===== src/rtl/beep_pkg.sv =====
// Shared constants for the buzzer note scheduler: period width, note period table, FSM states.
package beep_pkg;

  localparam int PERIOD_W = 17;

  // Half-period-free tone periods in 50 MHz clk cycles; D* low, M* middle, H*/HH* high octaves.
  localparam logic [PERIOD_W-1:0] S    = 17'd0;
  localparam logic [PERIOD_W-1:0] D5   = 17'd127551;
  localparam logic [PERIOD_W-1:0] D6   = 17'd113636;
  localparam logic [PERIOD_W-1:0] D7   = 17'd101239;
  localparam logic [PERIOD_W-1:0] M1   = 17'd95602;
  localparam logic [PERIOD_W-1:0] M1S  = 17'd90252;
  localparam logic [PERIOD_W-1:0] M2   = 17'd85178;
  localparam logic [PERIOD_W-1:0] M2S  = 17'd80386;
  localparam logic [PERIOD_W-1:0] M3   = 17'd75872;
  localparam logic [PERIOD_W-1:0] M4   = 17'd71633;
  localparam logic [PERIOD_W-1:0] M4S  = 17'd67567;
  localparam logic [PERIOD_W-1:0] M5   = 17'd63775;
  localparam logic [PERIOD_W-1:0] M5S  = 17'd60168;
  localparam logic [PERIOD_W-1:0] M6   = 17'd56818;
  localparam logic [PERIOD_W-1:0] M6S  = 17'd53648;
  localparam logic [PERIOD_W-1:0] M7   = 17'd50607;
  localparam logic [PERIOD_W-1:0] H1   = 17'd47801;
  localparam logic [PERIOD_W-1:0] H2   = 17'd42589;
  localparam logic [PERIOD_W-1:0] H3   = 17'd37936;
  localparam logic [PERIOD_W-1:0] H4   = 17'd35791;
  localparam logic [PERIOD_W-1:0] H5   = 17'd31888;
  localparam logic [PERIOD_W-1:0] H6   = 17'd28409;
  localparam logic [PERIOD_W-1:0] H7   = 17'd25303;
  localparam logic [PERIOD_W-1:0] HH1  = 17'd23883;
  localparam logic [PERIOD_W-1:0] HH2  = 17'd21283;

  typedef enum logic [1:0] {
    ST_IDLE,
    ST_PLAY,
    ST_GAP
  } state_t;

endpackage


===== src/rtl/beep_tick_gen.sv =====
// Duration-tick prescaler: one-cycle tick every TICK_DIV clk cycles, realigned by restart.
module beep_tick_gen #(
  parameter int TICK_DIV = 50000
) (
  input  logic clk,
  input  logic rst,
  input  logic restart,
  output logic tick
);

  localparam int CNT_W = (TICK_DIV > 1) ? $clog2(TICK_DIV) : 1;
  localparam logic [CNT_W-1:0] LAST = CNT_W'(TICK_DIV - 1);

  logic [CNT_W-1:0] cnt_q, cnt_d;

  // restart makes the following cycle count zero, so the first tick lands TICK_DIV cycles later
  always_comb begin
    cnt_d = cnt_q + 1'b1;
    if (restart || (cnt_q == LAST)) cnt_d = '0;
  end

  always_ff @(posedge clk or posedge rst) begin
    if (rst) cnt_q <= '0;
    else     cnt_q <= cnt_d;
  end

  assign tick = (cnt_q == LAST);

endmodule


===== src/rtl/beep_note_sched.sv =====
// Two-port note arbiter/timer for the buzzer tone generator: A has priority and may preempt B.
module beep_note_sched #(
  parameter int PERIOD_W  = beep_pkg::PERIOD_W,
  parameter int DUR_W     = 8,
  parameter int TICK_DIV  = 50000,
  parameter int GAP_TICKS = 10
) (
  input  logic                clk,
  input  logic                rst,
  input  logic                a_valid,
  input  logic [PERIOD_W-1:0] a_period,
  input  logic [DUR_W-1:0]    a_dur,
  output logic                a_ready,
  input  logic                b_valid,
  input  logic [PERIOD_W-1:0] b_period,
  input  logic [DUR_W-1:0]    b_dur,
  output logic                b_ready,
  input  logic                preempt_en,
  output logic [PERIOD_W-1:0] tone_period,
  output logic                tone_on,
  output logic                busy,
  output logic                note_done,
  output logic                note_abort,
  output logic                done_src
);
  import beep_pkg::*;

  localparam int GAP_W = (GAP_TICKS > 0) ? $clog2(GAP_TICKS + 1) : 1;
  localparam logic [GAP_W-1:0] GAP_INIT = GAP_W'(GAP_TICKS);

  state_t              state_q;
  logic [PERIOD_W-1:0] tone_q;
  logic                tone_on_q;
  logic [DUR_W-1:0]    dur_q;
  logic [GAP_W-1:0]    gap_q;
  logic                src_q;
  logic                last_src_q;

  logic                tick, restart, acc_a, acc_b, abort, last_tick;
  logic [PERIOD_W-1:0] sel_period;
  logic [DUR_W-1:0]    sel_dur;

  beep_tick_gen #(.TICK_DIV(TICK_DIV)) u_tick (
    .clk     (clk),
    .rst     (rst),
    .restart (restart),
    .tick    (tick)
  );

  always_comb begin
    a_ready    = (state_q == ST_IDLE);
    b_ready    = (state_q == ST_IDLE) && !a_valid;
    acc_a      = a_ready && a_valid;
    acc_b      = b_ready && b_valid;
    sel_period = acc_a ? a_period : b_period;
    sel_dur    = acc_a ? a_dur : b_dur;
    abort      = (state_q == ST_PLAY) && src_q && a_valid && preempt_en;
    // an abort wins over a coincident expiry so A is not delayed by a gap
    last_tick  = (state_q == ST_PLAY) && tick && (dur_q == DUR_W'(1)) && !abort;
    restart    = acc_a || acc_b || last_tick;
  end

  always_ff @(posedge clk or posedge rst) begin
    if (rst) begin
      state_q    <= ST_IDLE;
      tone_q     <= '0;
      tone_on_q  <= 1'b0;
      dur_q      <= '0;
      gap_q      <= '0;
      src_q      <= 1'b0;
      last_src_q <= 1'b0;
    end else begin
      case (state_q)
        ST_IDLE: begin
          if (acc_a || acc_b) begin
            tone_q    <= sel_period;
            tone_on_q <= (sel_period != '0);
            dur_q     <= (sel_dur == '0) ? DUR_W'(1) : sel_dur;
            src_q     <= acc_b;
            state_q   <= ST_PLAY;
          end
        end
        ST_PLAY: begin
          if (abort) begin
            tone_q     <= '0;
            tone_on_q  <= 1'b0;
            dur_q      <= '0;
            last_src_q <= 1'b1;
            state_q    <= ST_IDLE;
          end else if (last_tick) begin
            tone_q     <= '0;
            tone_on_q  <= 1'b0;
            dur_q      <= '0;
            last_src_q <= src_q;
            if (GAP_TICKS == 0) begin
              state_q <= ST_IDLE;
            end else begin
              gap_q   <= GAP_INIT;
              state_q <= ST_GAP;
            end
          end else if (tick) begin
            dur_q <= dur_q - 1'b1;
          end
        end
        ST_GAP: begin
          if (tick) begin
            if (gap_q <= GAP_W'(1)) begin
              gap_q   <= '0;
              state_q <= ST_IDLE;
            end else begin
              gap_q <= gap_q - 1'b1;
            end
          end
        end
        default: state_q <= ST_IDLE;
      endcase
    end
  end

  assign tone_period = tone_q;
  assign tone_on     = tone_on_q;
  assign busy        = (state_q != ST_IDLE);
  assign note_done   = last_tick;
  assign note_abort  = abort;
  assign done_src    = last_tick ? src_q : (abort ? 1'b1 : last_src_q);

endmodule


===== config.mk =====
export PLATFORM = sky130hd
export DESIGN_NAME = beep_note_sched
export DESIGN_NICKNAME = d
export VERILOG_FILES = /design/src/rtl/beep_pkg.sv /design/src/rtl/beep_tick_gen.sv /design/src/rtl/beep_note_sched.sv
export SDC_FILE = /design/constraint.sdc
export NUM_CORES = 1
export LEC_CHECK = 0
export ABC_AREA = 1
export CAP_MARGIN = 30
export CORE_MARGIN = 2
export CORE_UTILIZATION = 49
export DETAILED_ROUTE_END_ITERATION = 16
export GPL_TIMING_DRIVEN = 1
export PLACE_DENSITY = 0.8
export SYNTH_ARGS = -nofsm -noshare
export SYNTH_HDL_FRONTEND = slang
export SYNTH_HIERARCHICAL = 1
export SYNTH_SLANG_ARGS = --single-unit

===== constraint.sdc =====
create_clock -name clk -period 2.4 [get_ports clk]
set_input_delay 0.36 -clock clk [delete_from_list [all_inputs] [get_ports clk]]
set_output_delay 0.36 -clock clk [all_outputs]
set_load 0.02 [all_outputs]

# [Yosys cells after proc, flatten, opt, wreduce, memory -nomap -nowiden]
# Cells that the tools add are included.
[totals] regBits=50 in_bits=55 output_inout_bits=24 word_cells=82
[op_classes] n_addsub=3 order_cmp=1 eq_ne=11 muxes=32 n_reduce_logical=27
[ops] op="$mux W17" count=4
[ops] op="$mux W8" count=6
[ops] op="$pmux W17 S2" count=1
[ops] op="$reduce_bool A17 Y1" count=1
[ops] op="$add A16 B1 Y16 const B" count=1
[ops] op="$eq A16 B16 Y1 const B" count=1
[ops] op="$mux W16" count=1
[ops] op="$mux W4" count=4
[ops] op="$pmux W8 S2" count=1
[ops] op="$mux W2" count=5
[ops] op="$logic_and A1 B1 Y1" count=9
[ops] op="$eq A8 B1 Y1 const B" count=1
[ops] op="$logic_not A8 Y1" count=1
[ops] op="$ne A2 B2 Y1 const B" count=4
[ops] op="$pmux W4 S2" count=1
[ops] op="$reduce_and A4 Y1" count=2
[ops] op="$reduce_bool A2 Y1" count=4
[ops] op="$sub A8 B1 Y8 const B" count=1
[ops] op="$mux W1" count=7
[ops] op="$pmux W2 S3" count=1
[ops] op="$reduce_and A3 Y1" count=2
[ops] op="$le A4 B1 Y1 const B" count=1
[ops] op="$ne A4 B4 Y1 const B" count=1
[ops] op="$reduce_and A2 Y1" count=2
[ops] op="9 further kinds" count=12

# [Logic depth before layout (Yosys ltp)]
# Gate-level depths: netlist of the first run.
[logic_depth] ltp_word=9 mapped_depth=14 depth_no_buf=13

# [Modules after synthesis]
# The synthesis of the first run kept the hierarchy.
[modules_own_cells] module="beep_note_sched" n_inst=1 cells_each=297 area_per_inst_um2=2123.3 seq_area_each_um2=850.8
[modules_own_cells] module="beep_tick_gen" n_inst=1 cells_each=120 area_per_inst_um2=913.4 seq_area_each_um2=400.4

# [Worst setup path after synthesis of the first run]
# Ideal clock, no wire load.
[synth_timing] kind="register to output" from="register u_tick.cnt_q[0]" to="output done_src" arrival_time_ns=2.164 t_required_ns=2.040 slack_ns=-0.124 path_stages_with_launch=10 n_path_buf=0 cell_sequence="dfrtp_1 ha_1 nand3_2 nor4_1 nand2_1 nor3_1 nand2_1 a21oi_1 nor2_1 a21oi_1"
[synth_between] elab_chain_cells=5
[synth_rtl] element="from (decl)" line_no="beep_tick_gen.sv:14" source="logic [CNT_W-1:0] cnt_q, cnt_d;"
[synth_rtl] element="from (signal assigned)" line_no="beep_tick_gen.sv:24" source="else cnt_q <= cnt_d;"
[synth_rtl] element="$eq A16 B16 Y1" line_no="beep_tick_gen.sv:27" source="assign tick = (cnt_q == LAST);"
[synth_rtl] element="net tick" line_no="beep_note_sched.sv:39" source="logic tick, restart, acc_a, acc_b, abort, last_tick;"
[synth_rtl] element="$logic_and A1 B1 Y1 (3 in a row)" line_no="beep_note_sched.sv:59" source="last_tick = (state_q == ST_PLAY) && tick && (dur_q == DUR_W'(1)) && !abort;"
[synth_rtl] element="$mux W1" line_no="beep_note_sched.sv:125" source="assign done_src = last_tick ? src_q : (abort ? 1'b1 : last_src_q);"
[synth_rtl] element="to (decl)" line_no="beep_note_sched.sv:24" source="output logic done_src"
# The timed path passes the listed nets, and every way through them passes these cells.

# [Worst setup path after layout of the first run]
[layout_timing] from="register u_tick.cnt_q[10]" to="output done_src"
# Same word-level chain as after synthesis.

==> results of run 1 <==
==> metrics by stage <==
stage	instance area [um^2]	worst slack (ns)	hold slack, ns	setup TNS [ns]	instances
6_report	4240	-0.0639	0.454	-0.0639	605
5_1_grt	4240	-0.242	0.511	-0.328	605
4_1_cts	4210	-0.0870	0.464	-0.0870	603
3_5_place_dp	4100	-0.272	0.473	-0.473	594
3_3_place_gp	4100	-0.189	0.463	-0.328	594
2_1_floorplan	3040	0.0119	0.274	0	417
==> layer usage <==
layer,up-vias,GRT usage (%)
met5,-,0
met4,0,9.67
met3,12,6.74
met2,106,41.4
met1,1400,31.4
li1,1549,-
==> where the power goes <==
| part | total, uW | switching (uW) | internal (uW) |
|---|---|---|---|
| clock network | 513 | 279 | 233 |
| logic | 159 | 62.4 | 96.3 |
| registers | 842 | 0 | 842 |
| total | 1510 | 342 | 1170 |
==> cell usage after synthesis (4+ instances only) <==
library cell,number,area (um^2)
nand4_1,8,50.1
dfrtp_1,50,1250
xor2_1,8,70.1
nand2_1,116,435
a22o_1,8,70.1
nor3_1,4,20.0
ha_1,5,62.6
a21oi_1,6,30.0
inv_1,57,214
nand3b_1,6,45.0
o21ai_1,5,25.0
nor2_1,50,188
o21ai_0,34,170
nand3_1,20,100
==> cells in the final DEF, fill, tap and decap left out, drive strengths merged, types with 3 or more instances in the layout <==
master         netlist  final
nor2                55     55
nand3               21     21
o22ai                3      3
clkbuf               1      7
ha                   5      5
xor2                 8      8
inv                 59     59
o21ai               40     40
dfrtp               50     50
nand4                8      8
a21oi                6      6
nor3                 5      5
nand3b               6      6
clkdlybuf4s50        0     76
a22o                 8      8
buf                  8     38
xnor2                3      3
nand2              121    121
==> kinds of logic after synthesis <==
kind of cell	Yosys count	synth area share (%)
AND/OR/NAND/NOR	220	32.0
flip-flops	50	41.2
multiplexers	1	0.330
buffers and inverters	69	9.64
AO/OA/AOI/OAI	61	11.6
XOR/XNOR	11	3.17
adder cells (fa/ha/maj)	5	2.06
==> state kept, by name (all words and copies together), names as in the netlist <==
register,count
gap_q,4
tone_on,1
tone_period,17
last_src_q,1
state_q,2
u_tick/cnt_q,16
src_q,1
dur_q,8
==> area by class of cell <==
cell class              count  area (um^2)  share of cell area (%)
clock buffers               7         86.3                    2.03
clock inverters             1         5.00                   0.118
inverters                  60          225                    5.31
multi-input cells         298         1530                    36.1
flip-flops and latches     50         1250                    29.5
well taps                  75         93.8                    2.21
repair buffers            114         1050                    24.7
==> worst paths after layout <==
| check | end | slack (ns) | cells past startpoint |
|---|---|---|---|
| worst max-delay path | done_src | -0.06 | 10 |
| worst min-delay path | u_tick/cnt_q[3] | 0.45 | 2 |
| worst max register to register | tone_period[5] | 0.27 | 10 |
| worst min register to register | tone_period[11] | 0.49 | 2 |
| max in group asynchronous | u_tick/cnt_q[2] | 1.53 | 2 |
| min in group clk | tone_period[11] | 0.49 | 2 |
==> critical path, stage by stage, from the launching register on <==
cell     delay [ns]
dfrtp_1        0.40
inv_2          0.06
nand4_1        0.19
nor4_4         0.28
nand2_1        0.10
nor3_2         0.12
nand2_1        0.10
a21oi_2        0.16
nor2_1         0.07
a21oi_1        0.15
buf_4          0.17
==> repair_timing <==
item / in CTS / in global routing
hold endpoints to repair: 0 / 0
pin swaps: 6 / 4
hold buffers: 0 / 0
gates resized for setup: 14 / 7
setup buffers: 1 / 2
setup endpoints to repair: 2 / 2
==> flow_summary.toml, run 1 <==
[finish]
antenna-diode-count = 0
filler_cell_count = 492
syn_to_final_growth_pct = 39.7
drive_above_1_share_pct = 13.2
utilization_pct = 71.2
design.final.nets = 589

[sta]
timing.final.crit_share_pct = 103
final-max-slew-violation-count = 0
finalWorstPathRequiredPeriod_ns = 2.46
finalClockSkew_ns = 0.00713
report.final.setup_viol = 1
max_freq_mhz = 406
slew-limit-headroom_pct = 57.2
transition_at_the_pin_with_the_smallest_max_transition_slack_ns = 0.641
final-hold-violation-count = 0
setup_slack_ns = -0.0639
grt_setup_unrepaired = "yes"

[logic_synthesis]
synth_enable_flop_cells = 0
ys_seq_area_share_pct = 41.2
syn_inst = 417
ys_dominant_reg_cell = "dfrtp_1"
synth_fp_nets = 477
synth.yosys.warnings = 6
mappedNetlistArea_um2 = 3040
post_synth_num_cell_types = 37
ys_ff_latch = 50
ys_async_sr_fraction_pct = 100
postSynthAreaPerCell_um2 = 7.28

[worst_setup_path]
critPathRequiredTime_ns = 2.04
worst-setup-path-type = "register to output port"
startpoint_type = "register"
worstSetupEndpointType = "output port"
rr_startpoint = "u_tick/cnt_q[10]"
path_max_fanout = 2
setup.worst_path.start = "u_tick/cnt_q[10]"
arrival_ns = 2.10

[detailed_routing]
first_pass_iters = 4
detailedRoute.firstIterationViolations = 153
num_vias = 3067
post_drt_via_cell_ratio = 5.07
post-route-drc-count = 0
top_signal_layer_used = "met4"
wl_met3_um = 808
postRouteAntennaNets = 0
met2RoutedLength_mm = 3.86
wire_per_inst_um = 13.6
detail_route.wirelength.met1_mm = 3.41
detail_route.wirelength_mm = 8.23

[floorplanning]
core_region_area_um2 = 5960
fp.dieW_um = 82.7
dieArea_um2 = 6840
fp-row-count = 28
die_span_in_y_um = 82.7
initial_core_util_pct = 51.0
pin_count = 79

[clock_tree]
cts.htree.levels = 2
worst_setup_hold_path_clk_slew_ns = 0.09
cts.sinks = 50
clockRootBuffer = "clkbuf_8"
cts.path.max_buffers = 2
tritoncts.num_buffers = 5
clock_latency_ns = 0.31
tritoncts_clock_tree = "yes"

[power_and_ir_drop]
worst_vdd_ir_uv = 313
power_uw = 1510
leakagePower_uw = 0.00211
power-per-cell-area_nw_per_um2 = 357

[global_route]
grt.total_usage_pct = 25.1
first_global_vias = 2880
globalRoute.totalOverflow = 0
grt_antenna_before_repair = 0
pin_count_of_the_biggest_net_entering_global_routing = 35
grt_pass1_wl_mm = 12.9

[outcome]
violations = "setup timing"
status = "finished with violations"

[placement]
port-buffer-count = 78
dp.final_hpwl_mm = 6.34
globalplace.congestion = 0.835

[flow_run]
max_cap_violation_count = 0

[min_path]
hold_path.class = "input pin to async pin"
(Power assumes the default switching activity.)
==> run 2: changes to the inputs <==
- ABC_AREA: 1 -> not set
- PLACE_DENSITY: 0.8 -> 0.81
==> run 2 against run 1 <==
The run still ends with setup timing left. Fmax down 5.4%. Area after synthesis decreased by 1.5%. Sequential share of layout area is 1.1 points lower. Worst hold slack worse by 0.17 ns. Via count is 4.1% lower. Synthesized cell count shrank 24%. Total power increased by 18%. Clock power is 19% higher. Utilization rose by 3.2 points. Critical path type unchanged. Largest cell class unchanged. Largest power group unchanged. Highest routed layer unchanged.
==> flow_summary.toml, run 2 <==
[outcome]
status = "finished with violations"
violations = "setup timing"

[clock_tree]
tritoncts_clock_tree = "yes"
clockRootBuffer = "clkbuf_8"
cts.sinks = 50
worst_setup_hold_path_clk_slew_ns = 0.09
cts.htree.levels = 2
tritoncts.num_buffers = 5
cts.path.max_buffers = 2
clock_latency_ns = 0.30

[floorplanning]
initial_core_util_pct = 50.5
die_span_in_y_um = 82.1
dieArea_um2 = 6750
fp-row-count = 28
pin_count = 79
core_region_area_um2 = 5920
fp.dieW_um = 82.1

[logic_synthesis]
yosys.area.top_type = "dfrtp_1"
synth_enable_flop_cells = 0
mappedNetlistArea_um2 = 2990
synth.yosys.warnings = 6
ys_async_sr_fraction_pct = 100
ys_seq_area_share_pct = 41.8
yosys.cell_count.top_type = "dfrtp_1"
post_synth_most_frequent_cells = "dfrtp_1, nand2_1, mux2i_1, nor2_1"
yosys-top-cells-area = "dfrtp_1, mux2i_1, o31ai_1"
post_synth_num_cell_types = 55
postSynthAreaPerCell_um2 = 9.50
ys_ff_latch = 50
syn_inst = 315
netlist.area_leader.share_pct = 41.8
synth_fp_nets = 375
ys_dominant_reg_cell = "dfrtp_1"

[worst_setup_path]
worst-setup-path-type = "register to output port"
reg2reg_depth = 9
crit-reg2reg-capture = "dur_q[7]"
setup.worst_path.start = "u_tick/cnt_q[11]"
critPathRequiredTime_ns = 2.04
setup.worst_path.end = "note_done"
startpoint_type = "register"
rr_startpoint = "u_tick/cnt_q[11]"
worstSetupEndpointType = "output port"
reg2reg_slack_ns = -0.06
path_max_fanout = 3
arrival_ns = 2.24

[finish]
syn_to_final_growth_pct = 47.3
drive_above_1_share_pct = 23.9
layout_common_cells = "clkdlybuf4s50_1, dfrtp_1, buf_4"
seq_area_um2 = 1250
layout_commonest_cell = "clkdlybuf4s50_1"
post_layout_nonfiller_instances = 506
design.final.nets = 491
finish.instance_area_um2 = 4410
filler_cell_count = 388
area_of_combinational_cells_with_multiple_inputs_um2 = 1710
antenna-diode-count = 0
largest_register_ffs = 17

[sta]
timing.final.crit_share_pct = 108
final-max-slew-violation-count = 0
transition_at_the_pin_with_the_smallest_max_transition_slack_ns = 0.607
setup_slack_ns = -0.204
finalClockSkew_ns = 0.00422
slew-limit-headroom_pct = 59.5
final-hold-violation-count = 0
max_freq_mhz = 384
finalWorstPathRequiredPeriod_ns = 2.60
grt_setup_unrepaired = "yes"
report.final.setup_viol = 10

[detailed_routing]
wl_met3_um = 500
detail_route.wirelength_mm = 8.46
first_pass_iters = 4
wire_per_inst_um = 16.7
num_vias = 2940
top_signal_layer_used = "met4"
met2RoutedLength_mm = 4.22
post-route-drc-count = 0
detail_route.wirelength.met1_mm = 3.50
post_drt_via_cell_ratio = 5.81
detailedRoute.firstIterationViolations = 183
postRouteAntennaNets = 0

[min_path]
hold_path.class = "input pin to async pin"

[power_and_ir_drop]
power-per-cell-area_nw_per_um2 = 404
leakagePower_uw = 0.00178
worst_vdd_ir_uv = 272

[placement]
numPlacedInstances = 490
placedInstanceArea_um2 = 4060
globalplace.congestion = 0.860
placement.setup.worst_slack_ns = -0.338
port-buffer-count = 78
dp.final_hpwl_mm = 6.06

[global_route]
grt_pass1_wl_mm = 13.0
globalRoute.totalOverflow = 0
grt_antenna_before_repair = 0
pin_count_of_the_biggest_net_entering_global_routing = 36
grt.total_usage_pct = 25.3
first_global_vias = 2868

[flow_run]
max_cap_violation_count = 0
## run 2: changes by cell type after synthesis, moves of 6 or more
cell,delta
nand2_1,-84
inv_1,-40
nor3_1,+8
nor2_2,+9
xnor2_1,+9
nor4_1,+15
nand3_1,-14
xor2_1,-6
o31ai_1,+17
o21ai_0,-21
mux2i_1,+21
nor2_1,-30
## run 2: logic make-up after synthesis
logic type,Yosys count,share of synthesized area [%]
AND/OR/NAND/NOR,132,24.6
AO/OA/AOI/OAI,59,14.1
flip-flops,50,41.8
buffers and inverters,33,6.02
multiplexers,22,7.36
XOR/XNOR,14,4.10
adder cells (fa/ha/maj),5,2.09
## run 2: what timing repair did
item,4_1_cts,5_1_grt
pin swaps,6,16
buffers inserted,1,6
resized for setup,17,31
endpoints found under the setup margin,3,22
hold buffers,0,0
gates cloned,0,2
## run 2: stage by stage
step / hold slack, ns / util [%] / total power [uW] / TNS, ns
finish: 0.285 / 74.4 / 1780 / -0.529
global route: 0.300 / 74.4 / 1850 / -2.51
CTS: 0.285 / 70.9 / 1780 / -0.176
detailed placement: 0.466 / 68.6 / 1180 / -0.576
global placement: 0.460 / 68.6 / 1170 / -0.353
floorplan: 0.274 / - / 1000 / 0
## run 2: worst min-delay path by stage
stage / startpoint / end / slack [ns] / cells past startpoint
2_1_floorplan: rst / u_tick/cnt_q[0] / 0.27 / 1
3_3_place_gp: tone_period[14] / tone_period[14] / 0.46 / 2
3_5_place_dp: tone_period[4] / tone_period[4] / 0.47 / 2
4_1_cts: rst / tone_period[13] / 0.28 / 2
5_1_grt: rst / tone_period[12] / 0.30 / 2
6_report: rst / tone_period[10] / 0.28 / 2
## run 2: area by class of cell
| class | count | area share [%] |
|---|---|---|
| timing repair buffer | 124 | 26.8 |
| sequential | 50 | 28.4 |
| tap | 75 | 2.13 |
| clock inverter | 1 | 0.682 |
| multi-input combinational | 233 | 38.7 |
| inverter | 17 | 1.45 |
| clock buffer | 6 | 1.87 |
## run 2: critical path: stages, from the launching register on
cell      delay (ns)
dfrtp_1         0.43
nor4bb_4        0.31
and4_4          0.28
nand3b_1        0.18
buf_4           0.19
or3_4           0.37
inv_2           0.07
buf_6           0.11
## run 2: routing by layer
metal	up-vias	GRT usage (%)
met5	-	0
li1	1369	-
met2	116	43.3
met3	23	6.63
met1	1432	30.7
met4	0	9.50
## run 2: power by group
group	internal, uW	leakage, uW	switching, uW
Combinational	159	0.00110	126
Sequential	868	0.000626	18.7
Clock	334	0.0000573	275
Total	1360	0.00178	419
==> run 3: changes to the inputs <==
- CORE_UTILIZATION: 49 -> 50
- CTS_BUF_LIST: not set -> sky130_fd_sc_hd__clkbuf_2
- PLACE_DENSITY: 0.81 -> 0.82
==> run 3 against run 2 <==
The flow still finishes with violations (setup timing). Clock power down 46%. Via count down 2.2%. Clock-buffer cell count unchanged. Cell count up 0.59%. First-iteration DRC count down 34%. Critical path depth unchanged. Setup slack worse by 0.10 ns. Sequential power about the same. Worst hold slack worse by 0.12 ns. Critical path type unchanged.
==> flow_summary.toml, run 3 (synthesis results as in run 2) <==
[sta]
max_freq_mhz = 370
grt_setup_unrepaired = "yes"
final-max-slew-violation-count = 0
final-hold-violation-count = 0
timing.final.crit_share_pct = 113
report.final.setup_viol = 17
hold_slack_ns = 0.164
finalWorstPathRequiredPeriod_ns = 2.71
slew-limit-headroom_pct = 62.0
transition_at_the_pin_with_the_smallest_max_transition_slack_ns = 0.570
setup_slack_ns = -0.306
setup-tns-final_ns = -1.86
finalClockSkew_ns = 0.0334

[clock_tree]
holdBufCountCts = 0
worst_setup_hold_path_clk_slew_ns = 0.22
clock_latency_ns = 0.43
tritoncts.num_buffers = 5
tritoncts_clock_tree = "yes"
cts.sinks = 50
clockRootBuffer = "clkbuf_2"
cts.htree.levels = 2
cts.path.max_buffers = 2

[floorplanning]
fp.dieW_um = 81.4
die_span_in_y_um = 81.4
initial_core_util_pct = 51.1
pin_count = 79
core_region_area_um2 = 5850
fp-row-count = 28
dieArea_um2 = 6620

[global_route]
first_global_vias = 2873
grt_antenna_before_repair = 0
grt.total_usage_pct = 25.2
grt_pass1_wl_mm = 12.9
pin_count_of_the_biggest_net_entering_global_routing = 36
globalRoute.totalOverflow = 0

[min_path]
hold_path.class = "input pin to async pin"

[flow_run]
max_cap_violation_count = 0

[detailed_routing]
wire_per_inst_um = 15.8
postRouteAntennaNets = 0
detailedRoute.firstIterationViolations = 120
post_drt_via_cell_ratio = 5.65
detail_route.wirelength_mm = 8.05
num_vias = 2875
post-route-drc-count = 0
first_pass_iters = 4

[power_and_ir_drop]
power-per-cell-area_nw_per_um2 = 350
seqPwrFrac_pct = 59.7
worst_vdd_ir_uv = 208
share_comb_of_total_power_pct = 18.4
power.share.clock_pct = 21.9
power.switching_uw = 391
power_uw = 1490
power.internal_uw = 1100
power.switching_fraction_pct = 26.3
leakagePower_uw = 0.00175

[placement]
dp.final_hpwl_mm = 5.98
port-buffer-count = 78
placedInstanceArea_um2 = 4090
globalplace.congestion = 0.854

[outcome]
violations = "setup timing"
status = "finished with violations"

[finish]
syn_to_final_growth_pct = 42.2
finish.instance_area_um2 = 4250
seq_area_um2 = 1250
layout_commonest_cell = "clkdlybuf4s50_1"
utilization_pct = 72.7
area_of_combinational_cells_with_multiple_inputs_um2 = 1600
design.final.nets = 493
largest_register_ffs = 17
drive_above_1_share_pct = 20.0
layout_common_cells = "clkdlybuf4s50_1, dfrtp_1, buf_4"
filler_cell_count = 430
antenna-diode-count = 0

[worst_setup_path]
worstSetupEndpointType = "output port"
arrival_ns = 2.35
worst-setup-path-type = "register to output port"
startpoint_type = "register"
critPathRequiredTime_ns = 2.04
path_max_fanout = 3
-- run 3: changes by cell type in the layout (fill, tap and decap cells not counted), sizes merged --
cell and change:
dlymetal6s2s +1, buf +2, bufinv -1, clkinv +2, dlygate4sd2 +2, clkdlybuf4s50 -3
-- run 3: per-layer routing --
metal	vias up	share of wire, %	GRT usage (%)
li1	1379	-	-
met1	1369	42	30.2
met2	100	50	42.4
met3	27	5.9	6.89
met4	0	2.9	11.0
met5	-	0	0
-- run 3: critical path, cell delays in order, from the launching register on --
cell and delay (ns):
dfrtp_1 0.44, nor4bb_2 0.35, and4_4 0.28, nand3b_1 0.18
nor3b_4 0.29, a21oi_1 0.09, o21ai_1 0.15, buf_4 0.16
-- run 3: path summary, 6_finish.rpt --
check | startpoint | endpoint | slack, ns | depth (start not counted)
hold reg to reg | tone_period[13] | tone_period[13] | 0.51 | 2
setup / recovery | u_tick/cnt_q[13] | done_src | -0.31 | 7
hold / removal | rst | tone_period[13] | 0.16 | 2
max in group asynchronous | rst | dur_q[7] | 1.60 | 3
setup reg to reg | u_tick/cnt_q[13] | u_tick/cnt_q[13] | -0.11 | 11
min in group clk | tone_period[13] | tone_period[13] | 0.51 | 2
-- run 3: metrics by stage --
step                      instances  worst slack, ns
after floorplan                 315          0.00864
after global placement          492           -0.198
after detailed placement        492           -0.307
after CTS                       502           -0.253
after global routing            509           -0.422
final                           509           -0.306
-- run 3: cell type report --
type                       instances  area share, %
multi-input combinational        233           37.5
clock buffer                       6          0.706
clock inverter                     2          0.206
timing repair buffer             126           28.4
tap                               75           2.21
sequential                        50           29.4
inverter                          17           1.50
-- run 3: power by group through the flow --
stage	Combinational, uW	Sequential (uW)	Clock [uW]
global route	294	893	366
floorplan	76.1	926	0
CTS	273	888	335
global placement	267	901	0
finish	273	888	326
detailed placement	273	903	0
-- run 3: what timing repair did --
action,in CTS,in global routing
gates resized for setup,22,8
cloned,0,2
pin swaps,7,8
buffers inserted,2,7
setup endpoints to repair,6,20
